[config.mk]
export PLATFORM = sky130hd
export DESIGN_NAME = bram_fifo_ctrl
export DESIGN_NICKNAME = d
export VERILOG_FILES = /design/src/rtl/bram_fifo_ctrl.sv
export SDC_FILE = /design/constraint.sdc
export NUM_CORES = 1
export LEC_CHECK = 0
export CAP_MARGIN = 40
export CORE_UTILIZATION = 45
export DETAILED_ROUTE_END_ITERATION = 8
export PLACE_DENSITY_LB_ADDON = 0.15
export SYNTH_ARGS = -nofsm -noshare
export SYNTH_HDL_FRONTEND = slang
export SYNTH_SLANG_ARGS = --single-unit
[constraint.sdc]
create_clock -name clk -period 3.8 [get_ports clk]
set_clock_uncertainty 0.1 [all_clocks]
set_input_delay 0.38 -clock clk [delete_from_list [all_inputs] [get_ports clk]]
set_output_delay 0.38 -clock clk [all_outputs]
set_load 0.1 [all_outputs]
[src/rtl/bram_fifo_ctrl.sv]
// Single-clock first-word-fall-through FIFO controller for an external dual-port BRAM, with a
// 2-entry output skid buffer. Defining BRAM_FIFO_LEVEL_EN adds the registered `level` output.
module bram_fifo_ctrl #(
    parameter int  DATA_W = 32,
    parameter int  DEPTH  = 512,
    localparam int AW     = $clog2(DEPTH)
) (
    input  logic              clk,
    input  logic              rst,
    input  logic              s_valid,
    output logic              s_ready,
    input  logic [DATA_W-1:0] s_data,
    output logic              m_valid,
    input  logic              m_ready,
    output logic [DATA_W-1:0] m_data,
    output logic              ram_wr_en,
    output logic [AW-1:0]     ram_wr_addr,
    output logic [DATA_W-1:0] ram_wr_data,
    output logic              ram_rd_en,
    output logic [AW-1:0]     ram_rd_addr,
    input  logic [DATA_W-1:0] ram_rd_data,
    output logic              full,
    output logic              empty
`ifdef BRAM_FIFO_LEVEL_EN
    ,
    output logic [AW+1:0]     level
`endif
);
    localparam logic [AW:0] PTR_ONE = (AW+1)'(1);

    logic [AW:0]       wr_ptr;
    logic [AW:0]       rd_ptr;
    logic [1:0]        ob_cnt;
    logic [1:0]        ob_cnt_next;
    logic              inflight;
    logic              ram_empty;
    logic              push;
    logic              pop;
    logic              fill_to_head;
    logic [DATA_W-1:0] ob_data [2];

    assign ram_empty = (wr_ptr == rd_ptr);
    assign full      = (wr_ptr[AW] != rd_ptr[AW]) && (wr_ptr[AW-1:0] == rd_ptr[AW-1:0]);
    assign empty     = ram_empty && !inflight && (ob_cnt == 2'd0);

    assign s_ready     = !full && !rst;
    assign push        = s_valid && s_ready;
    assign ram_wr_en   = push;
    assign ram_wr_addr = wr_ptr[AW-1:0];
    assign ram_wr_data = s_data;

    assign m_valid = (ob_cnt != 2'd0);
    assign m_data  = ob_data[0];
    assign pop     = m_valid && m_ready;

    // Buffer occupancy after this edge; a new read may only be issued if its word will fit.
    assign ob_cnt_next  = ob_cnt + 2'(inflight) - 2'(pop);
    assign ram_rd_en    = !ram_empty && !rst && (ob_cnt_next < 2'd2);
    assign ram_rd_addr  = rd_ptr[AW-1:0];
    assign fill_to_head = (ob_cnt == 2'(pop));

    // NOTE: sequential state uses non-blocking assignments so every register sees pre-edge values.
    always_ff @(posedge clk) begin
        if (rst) begin
            wr_ptr   <= '0;
            rd_ptr   <= '0;
            ob_cnt   <= 2'd0;
            inflight <= 1'b0;
        end else begin
            if (push)      wr_ptr <= wr_ptr + PTR_ONE;
            if (ram_rd_en) rd_ptr <= rd_ptr + PTR_ONE;
            inflight <= ram_rd_en;
            ob_cnt   <= ob_cnt_next;
        end
    end

    // NOTE: the skid-buffer data registers carry no reset; ob_cnt alone decides what is valid.
    always_ff @(posedge clk) begin
        if (pop) ob_data[0] <= ob_data[1];
        if (inflight) begin
            if (fill_to_head) ob_data[0] <= ram_rd_data;
            else              ob_data[1] <= ram_rd_data;
        end
    end

`ifdef BRAM_FIFO_LEVEL_EN
    // Total held words change only through the producer and consumer handshakes.
    always_ff @(posedge clk) begin
        if (rst) level <= '0;
        else     level <= level + (AW+2)'(push) - (AW+2)'(pop);
    end
`endif

endmodule

==> flow_summary.yaml, run 1 <==
synth:
  synth-simple-area-share: 0.07970
  synthTopCellsByArea: "edfxtp_1, buf_4, dfxtp_1"
  synth_edf_count: 64
  syn_inst: 329
  synth_top_area_frac: 0.4551
  ys_warn_count: 0
  synth_nets: 401
  synthAdderAreaFrac: 0.01185
  synth_top_area_cell: "edfxtp_1"
  async_reset_ff_frac: 0
  synth_common_cells: "buf_4, edfxtp_1, mux2_2"
  syn_area_um2: 4223
  yosysMostFrequentCell: "buf_4"
  syn_avg_cell_area_um2: 12.84
  synth_cell_types: 37
  synth_ff_type: "edfxtp_1"
  ys_ff_latch: 87
  synth_top_family_by_area: "buffers and inverters"
  synth-compound-area-share: 0.05096
  synthXorXnorAreaFrac: 0.03081
  muxShareOfSynthArea: 0.09541
  ys_seq_area_frac: 0.5641
timing:
  finalSetupViolCount: 0
  whs_ns: 0.4181
  hold_viol: 0
  drv_slew: 0
  rsz0062_at_grt: "false"
  tightest_slew_ns: 0.5363
  min_period_ns: 3.254
  finalCritPeriodShare: 0.8563
  fin_tns_setup_ns: 0
  max_slew_margin: 0.6399
  max_freq_ghz: 0.3073
power:
  leakage_nw: 2.066
  cellPowerDensity_nw_per_um2: 862.4
  peakVddDrop_mv: 0.4492
route:
  route.detailed.drc: 0
  vias_per_cell: 5.120
  routed_wl_um: 7735
  drt-initial-drc-count: 120
  dr.pass1.iters: 4
  ant_nets: 0
  avgRoutedWirePerCell_um: 15.17
  vias: 2611
floorplan:
  initial_core_util: 0.4750
  core_area_um2: 8891
  ios: 156
  dieHeight_um: 98.87
  die_w_um: 98.87
  die_area_um2: 9775
  num_rows: 34
critical_path:
  crit_chain: "or2_2 -> and2_1 -> ha_1 -> inv_1 -> ha_1 -> xor2_1 -> xnor2_1 -> o41ai_4 -> buf_6 -> nor2_2 -> buf_12"
  worst_r2r_path_depth: 11
  cpPeakStageDelay_ns: 0.34
  r2r-start: "ob_cnt[1]"
  required_ns: 3.32
  r2r_end: "rd_ptr[9]"
  startpoint_type: "register"
  crit_top_cell: "ha_1"
  r2r_slack_ns: 0.84
  crit_arrival_ns: 2.77
  cp_max_fo: 19
  path_class: "register to primary output"
  worstSetupEndpointType: "primary output"
  crit_slowest_cell: "dfxtp_1"
min_path:
  holdCritStartpoint: "wr_ptr[9]"
  min_path_type: "register to register"
  hold-path-endpoint: "wr_ptr[9]"
  holdPathStages: 2
run_status:
  status: "completed"
finish:
  fin_nets: 470
  num_antenna_cells: 0
  layout-drive-gt1-share: 0.3159
  instances_no_fill: 510
  area_growth_pct: 36.27
placement:
  io_buffers: 91
  gp_congestion: 0.7524
  place_hpwl_um: 5423
  dp_cells: 495
cts:
  postCtsSetupBuffers: 0
  cts.sinks: 87
  cts.hold.buffers_added: 0
  cts_buffer_depth: 2
  cts_tree: "built"
  cts-buffers-inserted: 9
  path_clk_slew_ns: 0.09
  clock_latency_ns: 0.35
  cts_resized: 0
  cts-root-buf: "clkbuf_8"
  ctsHtreeMaxLevel: 3
grt:
  first_global_vias: 2566
  antenna_found_initial: 0
  grt_pass1_wl_um: 12800
  grt_overflow: 0
  grt_start_max_net_pins: 33
  grt_usage: 0.1695
flow_run:
  cap_violations: 0
==> per-stage QoR <==
stage | worst slack, ns | power (W) | instance area, um2 | util
2_1_floorplan | 0.2140 | 0.003546 | 4245 | -
3_3_place_gp | 0.7316 | 0.003641 | 4669 | 0.5252
3_5_place_dp | 0.7139 | 0.004305 | 5537 | 0.6227
4_1_cts | 0.4922 | 0.005016 | 5754 | 0.6472
5_1_grt | 0.3817 | 0.005141 | 5754 | 0.6472
6_report | 0.5459 | 0.004963 | 5754 | 0.6472
==> power by group <==
| group | switching (W) | internal (W) | leakage, nW | total (W) |
|---|---|---|---|---|
| Clock | 0.000326 | 0.000372 | 0.106 | 0.000699 |
| Sequential | 0.0000819 | 0.00130 | 0.776 | 0.00138 |
| Combinational | 0.00184 | 0.00104 | 1.18 | 0.00289 |
==> layout by cell type, fill, tap and decap left out, types with 2 or more instances in the layout <==
cell type | Yosys | routed
nor2b_1 | 3 | 3
or3_2 | 3 | 3
clkdlybuf4s50_1 | 0 | 86
xor2_1 | 3 | 3
or3_1 | 5 | 5
buf_4 | 82 | 8
buf_8 | 0 | 46
edfxtp_1 | 64 | 64
buf_16 | 0 | 6
dfxtp_1 | 23 | 23
mux2_2 | 32 | 32
o21ai_1 | 8 | 8
o31ai_1 | 6 | 6
mux2i_1 | 2 | 2
clkbuf_8 | 0 | 9
nand2_1 | 5 | 5
buf_12 | 0 | 2
a21oi_1 | 15 | 15
xnor2_1 | 10 | 10
inv_6 | 0 | 2
inv_1 | 6 | 6
ha_1 | 4 | 4
mux2_1 | 2 | 2
bufinv_16 | 0 | 2
or4_1 | 6 | 6
nand3_1 | 9 | 9
nor2_1 | 13 | 11
nand4_1 | 3 | 3
o41ai_4 | 2 | 2
==> final cells by class <==
type                       instances  area (um2)
timing repair buffer             149        1828
inverter                           7       26.28
multi-input combinational        144        1165
sequential                        87        2382
clock inverter                     6       93.84
clock buffer                       9       123.9
fill                             651        3137
tap                              108       135.1
==> how the worst max path moves through the flow <==
stage	from	to	slack, ns
2_1_floorplan	ob_cnt[1]	ram_rd_en	0.21
3_3_place_gp	m_ready	rd_ptr[9]	0.73
3_5_place_dp	m_ready	rd_ptr[9]	0.71
4_1_cts	ob_cnt[1]	ram_rd_en	0.49
5_1_grt	ob_cnt[1]	ram_rd_en	0.38
6_report	ob_cnt[1]	ram_rd_en	0.55
==> critical path: cells and delay by family, from the launching register on <==
kind,cells,cell delay [ns]
adder cells (fa/ha/maj),2,0.45
buffers and inverters,3,0.41
XOR/XNOR,2,0.44
flip-flops,1,0.34
AND/OR/NAND/NOR,3,0.64
AO/OA/AOI/OAI,1,0.14
==> sequential cells by signal, indices dropped and copies added, names as in the netlist <==
register	cells
inflight	1
ob_cnt	2
ob_data	64
rd_ptr	10
wr_ptr	10
==> layer usage <==
layer  up-vias  GRT usage  share of wire
li1       1236          -              -
met1      1274     0.1997           0.43
met2        83     0.2819           0.49
met3        18    0.05957          0.061
met4         0    0.07003          0.019
met5         -          0              0
==> logic make-up (layout without fill, tap and decap cells) <==
kind of cell / Yosys count / count (layout)
and+or+nand+nor: 59 / 59
xor gates and xnor gates: 14 / 14
buffers and inverters: 98 / 171
adders and majority gates: 4 / 4
DFF: 87 / 87
muxes: 36 / 36
AOI/OAI and AO/OA: 31 / 31
(Power assumes the default switching activity.)
==> inputs of run 2 (changes only) <==
Settings changed: ABC_AREA set to 1, SETUP_SLACK_MARGIN set to 0.5.
==> run 2 against run 1 <==
Against the previous run: routed wire length fell by 1.0%; sequential power is essentially flat; clock power increased by 4.6%; core utilization shrank 1.6 points; non-clock buffer count is 3 lower; highest routed layer unchanged.
==> flow_summary.yaml, run 2 <==
cts:
  clock_latency_ns: 0.35
  cts-buffers-inserted: 9
  cts.sinks: 87
  cts-root-buf: "clkbuf_8"
  cts_tree: "built"
  path_clk_slew_ns: 0.09
  ctsHtreeMaxLevel: 3
  cts_buffer_depth: 2
grt:
  grt_overflow: 0
  first_global_vias: 2646
  antenna_found_initial: 0
  grt_pass1_wl_um: 12550
  grt_start_max_net_pins: 33
  grt_usage: 0.1623
placement:
  gp_congestion: 0.7466
  dpl_worst_slack_ns: 0.7375
  io_buffers: 91
  place_hpwl_um: 5505
synth:
  ys_seq_area_frac: 0.5528
  synth_nets: 462
  synth_top_area_frac: 0.4460
  synth_ff_type: "edfxtp_1"
  synth_top_area_cell: "edfxtp_1"
  ys_ff_latch: 87
  synth_edf_count: 64
  yosysMostFrequentCell: "buf_4"
  syn_area_um2: 4309
  ys_warn_count: 0
  synthTopCellsByArea: "edfxtp_1, buf_4, dfxtp_1"
  synth_cell_types: 27
  async_reset_ff_frac: 0
  syn_avg_cell_area_um2: 11.05
  synth_common_cells: "buf_4, edfxtp_1, nand2_1"
  syn_inst: 390
critical_path:
  crit_buf_inv: 6
  startpoint_type: "input pin"
  cp_max_fo: 6
  crit_top_cell: "inv_1"
  path_class: "input pin to primary output"
  required_ns: 3.32
  crit_arrival_ns: 2.55
  cp_top_family: "buffers and inverters"
  worstSetupEndpointType: "primary output"
  cpPeakStageDelay_ns: 0.47
  crit_slowest_cell: "clkdlybuf4s50_1"
  crit_chain: "clkdlybuf4s50_1 -> inv_1 -> nor2_1 -> ha_1 -> inv_1 -> ha_1 -> xor2_1 -> nand2_1 -> nand2_1 -> inv_1 -> nor2_1 -> nand2_1 -> inv_1 -> buf_12"
route:
  drt-initial-drc-count: 37
  vias: 2718
  wl_met2_um: 3713
  avgRoutedWirePerCell_um: 12.95
  route.detailed.drc: 0
  dr.pass1.iters: 4
  wl_met3_um: 402
  wirelength_met1_um: 3426
  ant_nets: 0
  routed_wl_um: 7656
  routed.top_layer: "met4"
  vias_per_cell: 4.599
floorplan:
  ios: 156
  die_area_um2: 9971
  core_area_um2: 9240
  initial_core_util: 0.4664
  dieHeight_um: 99.86
  die_w_um: 99.86
  num_rows: 35
timing:
  max_slew_margin: 0.7156
  fin_tns_setup_ns: 0
  hold_viol: 0
  tightest_slew_ns: 0.4265
  rsz0062_at_grt: "false"
  setup_ws_ns: 0.7705
  max_freq_ghz: 0.3301
  min_period_ns: 3.030
  drv_slew: 0
  finalCritPeriodShare: 0.7972
  finalSetupViolCount: 0
finish:
  reg_top3: "ob_data (64), rd_ptr (10), wr_ptr (10)"
  fillCellCount: 720
  largest_reg_flops: 64
  top_register: "ob_data"
  layout.cells.most_common: "clkdlybuf4s50_1"
  multi_input_area_um2: 1180
  layout-drive-gt1-share: 0.2619
  num_antenna_cells: 0
  area_growth_pct: 35.31
  seqCellArea_um2: 2382
  fin_nets: 529
  layout_common_cells: "clkdlybuf4s50_1, edfxtp_1, nand2_1, buf_8"
run_status:
  status: "completed"
power:
  peakVddDrop_mv: 0.4361
  cellPowerDensity_nw_per_um2: 858.3
  leakage_nw: 2.258
min_path:
  min_path_type: "register to register"
flow_run:
  cap_violations: 0
==> run 2: cell count changes after synthesis, moves of 5 or more <==
cell and change:
nand3_1 +11, or3_1 -5, nand2_1 +50, nor2_1 +21, or4_1 -6, o21ai_1 -8, o31ai_1 -6, inv_1 +18
==> run 2: worst reg2reg max path: stages, from the launching register on <==
cell and delay (ns):
dfxtp_1 0.36, nor2_2 0.21, nor2_1 0.07, ha_1 0.27, inv_1 0.04, ha_1 0.20, xnor2_1 0.15, nand2_1 0.06
nand2_1 0.14, inv_1 0.12, nor2_1 0.10, nand2_1 0.12, inv_1 0.15, nand2_1 0.06, nand2_1 0.06
==> run 2: final timing paths <==
| kind | start | slack [ns] | cells after the start | to |
|---|---|---|---|---|
| setup / recovery | m_ready | 0.77 | 14 | ram_rd_en |
| hold / removal | rd_ptr[9] | 0.44 | 2 | rd_ptr[9] |
| setup reg to reg | ob_cnt[1] | 1.54 | 14 | rd_ptr[1] |
| hold reg to reg | rd_ptr[9] | 0.44 | 2 | rd_ptr[9] |
==> run 2: layout make-up <==
class	instances	area share
clock buffers	9	0.02124
clock inverters	7	0.01781
inverters	26	0.01674
multi-input cells	187	0.2024
flip-flops and latches	87	0.4086
well taps	129	0.02768
repair buffers	146	0.3056
==> run 2: routing by layer <==
| layer | vias to the layer above | track usage |
|---|---|---|
| met5 | - | 0 |
| met3 | 10 | 0.03830 |
| met2 | 73 | 0.2764 |
| li1 | 1356 | - |
| met4 | 0 | 0.06787 |
| met1 | 1279 | 0.1977 |
==> run 2: kinds of logic (layout without fill, tap and decap cells) <==
| group | count (synthesis) | in the layout | share of synthesized area |
|---|---|---|---|
| adders and majority gates | 4 | 4 | 0.01161 |
| buffers and inverters | 116 | 188 | 0.1794 |
| and+or+nand+nor | 126 | 126 | 0.1347 |
| DFF | 87 | 87 | 0.5528 |
| muxes | 32 | 32 | 0.08362 |
| AOI/OAI and AO/OA | 15 | 15 | 0.01742 |
| xor gates and xnor gates | 10 | 10 | 0.02033 |
==> run 2: repair_timing <==
item / 4_1_cts / 5_1_grt
resized for setup: 0 / 1
endpoints found under the setup margin: 0 / 1
hold endpoints to repair: 0 / 0
hold buffers: 0 / 0
setup buffers: 0 / 0
==> run 2: metrics by stage <==
stage	instance area (um2)	util	hold slack, ns	instances	total power, W
2_1_floorplan	4314	-	0.3512	390	0.003596
3_3_place_gp	4745	0.5135	0.4112	522	0.003712
3_5_place_dp	5600	0.6061	0.4250	575	0.004317
4_1_cts	5828	0.6307	0.4379	591	0.005047
5_1_grt	5831	0.6310	0.4622	591	0.005199
6_report	5831	0.6310	0.4415	591	0.005004
==> run 2: where the power goes <==
group          total [W]  switching, W  internal [W]
combinational    0.00287       0.00186       0.00101
clock           0.000731      0.000350      0.000381
sequential       0.00140     0.0000786       0.00132
total            0.00500       0.00229       0.00272
==> inputs of run 3 (changes only) <==
Clock period 3.8 ns to 2.9 ns, I/O delays scaled along.
==> run 3 against run 2 <==
Against the previous run: power is 20% higher; global-route usage decreased by 0.87 points; sequential share of layout area grew 6.3 points; clock power up 28%; largest cell class unchanged; first-iteration DRC count grew 38%; hold slack worse by 0.032 ns; setup slack got worse by 0.44 ns; routed wire length fell by 2.1%; sequential power grew 32%; combinational power up 12%.
==> flow_summary.yaml, run 3 (synthesis gave the netlist of run 2 again) <==
run_status:
  status: "completed"
power:
  leakage_nw: 1.992
  p_sw_frac: 0.4872
  peakVddDrop_mv: 0.5330
  pwr-share-seq: 0.308
  pwr-share-comb: 0.536
  cellPowerDensity_nw_per_um2: 1183
  power.internal_w: 0.003080
  clockPowerShare: 0.156
  p_sw_w: 0.002926
route:
  vias_per_cell: 4.730
  ant_nets: 0
  dr.pass1.iters: 4
  drt-initial-drc-count: 51
  avgRoutedWirePerCell_um: 13.51
  route.detailed.drc: 0
  routed_wl_um: 7498
  vias: 2625
floorplan:
  core_area_um2: 9240
  die_w_um: 99.86
  die_area_um2: 9971
  num_rows: 35
  initial_core_util: 0.4664
  ios: 156
  dieHeight_um: 99.86
finish:
  largest_reg_flops: 64
  fin_nets: 493
  layout.cells.most_common: "buf_4"
  layout_common_cells: "buf_4, edfxtp_1, nand2_1, clkdlybuf4s50_1, mux2_2"
  fillCellCount: 787
  seqCellArea_um2: 2394
  final_cell_area_um2: 5079
  reg_top3: "ob_data (64), rd_ptr (10), wr_ptr (10)"
  top_register: "ob_data"
  layout-drive-gt1-share: 0.3685
  area_growth_pct: 17.86
  num_antenna_cells: 0
  multi_input_area_um2: 1226
cts:
  cts-buffers-inserted: 9
  ctsHtreeMaxLevel: 3
  cts-root-buf: "clkbuf_8"
  cts_buffer_depth: 2
  cts_tree: "built"
  clock_latency_ns: 0.35
  path_clk_slew_ns: 0.09
  cts.sinks: 87
timing:
  hold_viol: 0
  min_period_ns: 2.570
  fin_tns_setup_ns: 0
  drv_slew: 0
  finalCritPeriodShare: 0.8864
  finalSetupViolCount: 0
  max_freq_ghz: 0.3890
  max_slew_margin: 0.7127
  tightest_slew_ns: 0.4309
  rsz0062_at_grt: "true"
min_path:
  min_path_type: "input pin to register"
grt:
  antenna_found_initial: 0
  grt_overflow: 0
  grt_usage: 0.1535
  grt_pass1_wl_um: 11900
  first_global_vias: 2485
  grt_start_max_net_pins: 33
placement:
  gp_congestion: 0.7629
  io_buffers: 91
  place_hpwl_um: 5094
  dpl_cell_area_um2: 4684
critical_path:
  startpoint_type: "register"
  crit_arrival_ns: 2.18
  r2r_slack_ns: 0.86
  worstSetupEndpointType: "primary output"
  required_ns: 2.51
  cp_max_fo: 6
  path_class: "register to primary output"
flow_run:
  cap_violations: 0
[run 3: cell count changes in the layout (fill, tap and decap cells not counted), sizes merged]
| cell | delta |
|---|---|
| clkdlybuf4s50 | -51 |
| clkinv | -2 |
| clkbuf | +1 |
| inv | -2 |
| clkinvlp | +3 |
| buf | +15 |
[run 3: power groups by stage]
| stage | Combinational [W] | Clock [W] | Sequential, W |
|---|---|---|---|
| 2_1_floorplan | 0.00288 | 0 | 0.00185 |
| 3_3_place_gp | 0.00295 | 0 | 0.00187 |
| 3_5_place_dp | 0.00301 | 0 | 0.00187 |
| 4_1_cts | 0.00309 | 0.000965 | 0.00185 |
| 5_1_grt | 0.00335 | 0.00101 | 0.00188 |
| 6_report | 0.00322 | 0.000939 | 0.00185 |
[run 3: cell type report]
type / count / area share
clock inverters: 6 / 0.01823
well taps: 129 / 0.03178
inverters: 26 / 0.01996
multi-input cells: 187 / 0.2414
repair buffers: 110 / 0.1922
flip-flops and latches: 87 / 0.4713
clock buffers: 10 / 0.02513
[run 3: per-stage QoR]
stage / utilization / setup slack, ns / instances / power [W] / hold slack [ns]
2_1_floorplan: - / 0.5029 / 390 / 0.004735 / 0.2612
3_3_place_gp: 0.5048 / 0.1732 / 523 / 0.004826 / 0.4159
3_5_place_dp: 0.5070 / 0.1030 / 524 / 0.004881 / 0.4207
4_1_cts: 0.5373 / 0.3189 / 543 / 0.005907 / 0.3988
5_1_grt: 0.5496 / 0.2010 / 555 / 0.006248 / 0.3928
6_report: 0.5496 / 0.3295 / 555 / 0.006006 / 0.4099
[run 3: critical path, cell delays in order (launching register included)]
cell and delay, ns:
dfxtp_2 0.36, nor2_4 0.11, nor2_2 0.05, ha_1 0.28, inv_2 0.04, ha_4 0.16
xor2_2 0.14, nand2_1 0.08, nand2_2 0.07, inv_2 0.10, nor2_2 0.05, nand2_2 0.09
clkinvlp_4 0.11, buf_12 0.17
[run 3: metal layers]
layer	track usage	share of wire
met5	0	0
met4	0.07919	0.017
met3	0.03830	0.058
met2	0.2536	0.49
met1	0.1865	0.44
[run 3: final timing paths]
kind	startpoint	to	depth (start not counted)
worst max-delay path	ob_cnt[1]	ram_rd_en	13
worst min-delay path	ram_rd_data[24]	ob_data[0][56]	1
worst min register to register	rd_ptr[1]	rd_ptr[1]	2
worst max register to register	ob_cnt[1]	rd_ptr[8]	14
[run 3: timing repair]
item,CTS,global route
cloned,0,0
setup buffers,3,12
pin swaps,4,4
hold buffers,0,0
gates resized for setup,14,9
setup endpoints to repair,3,5
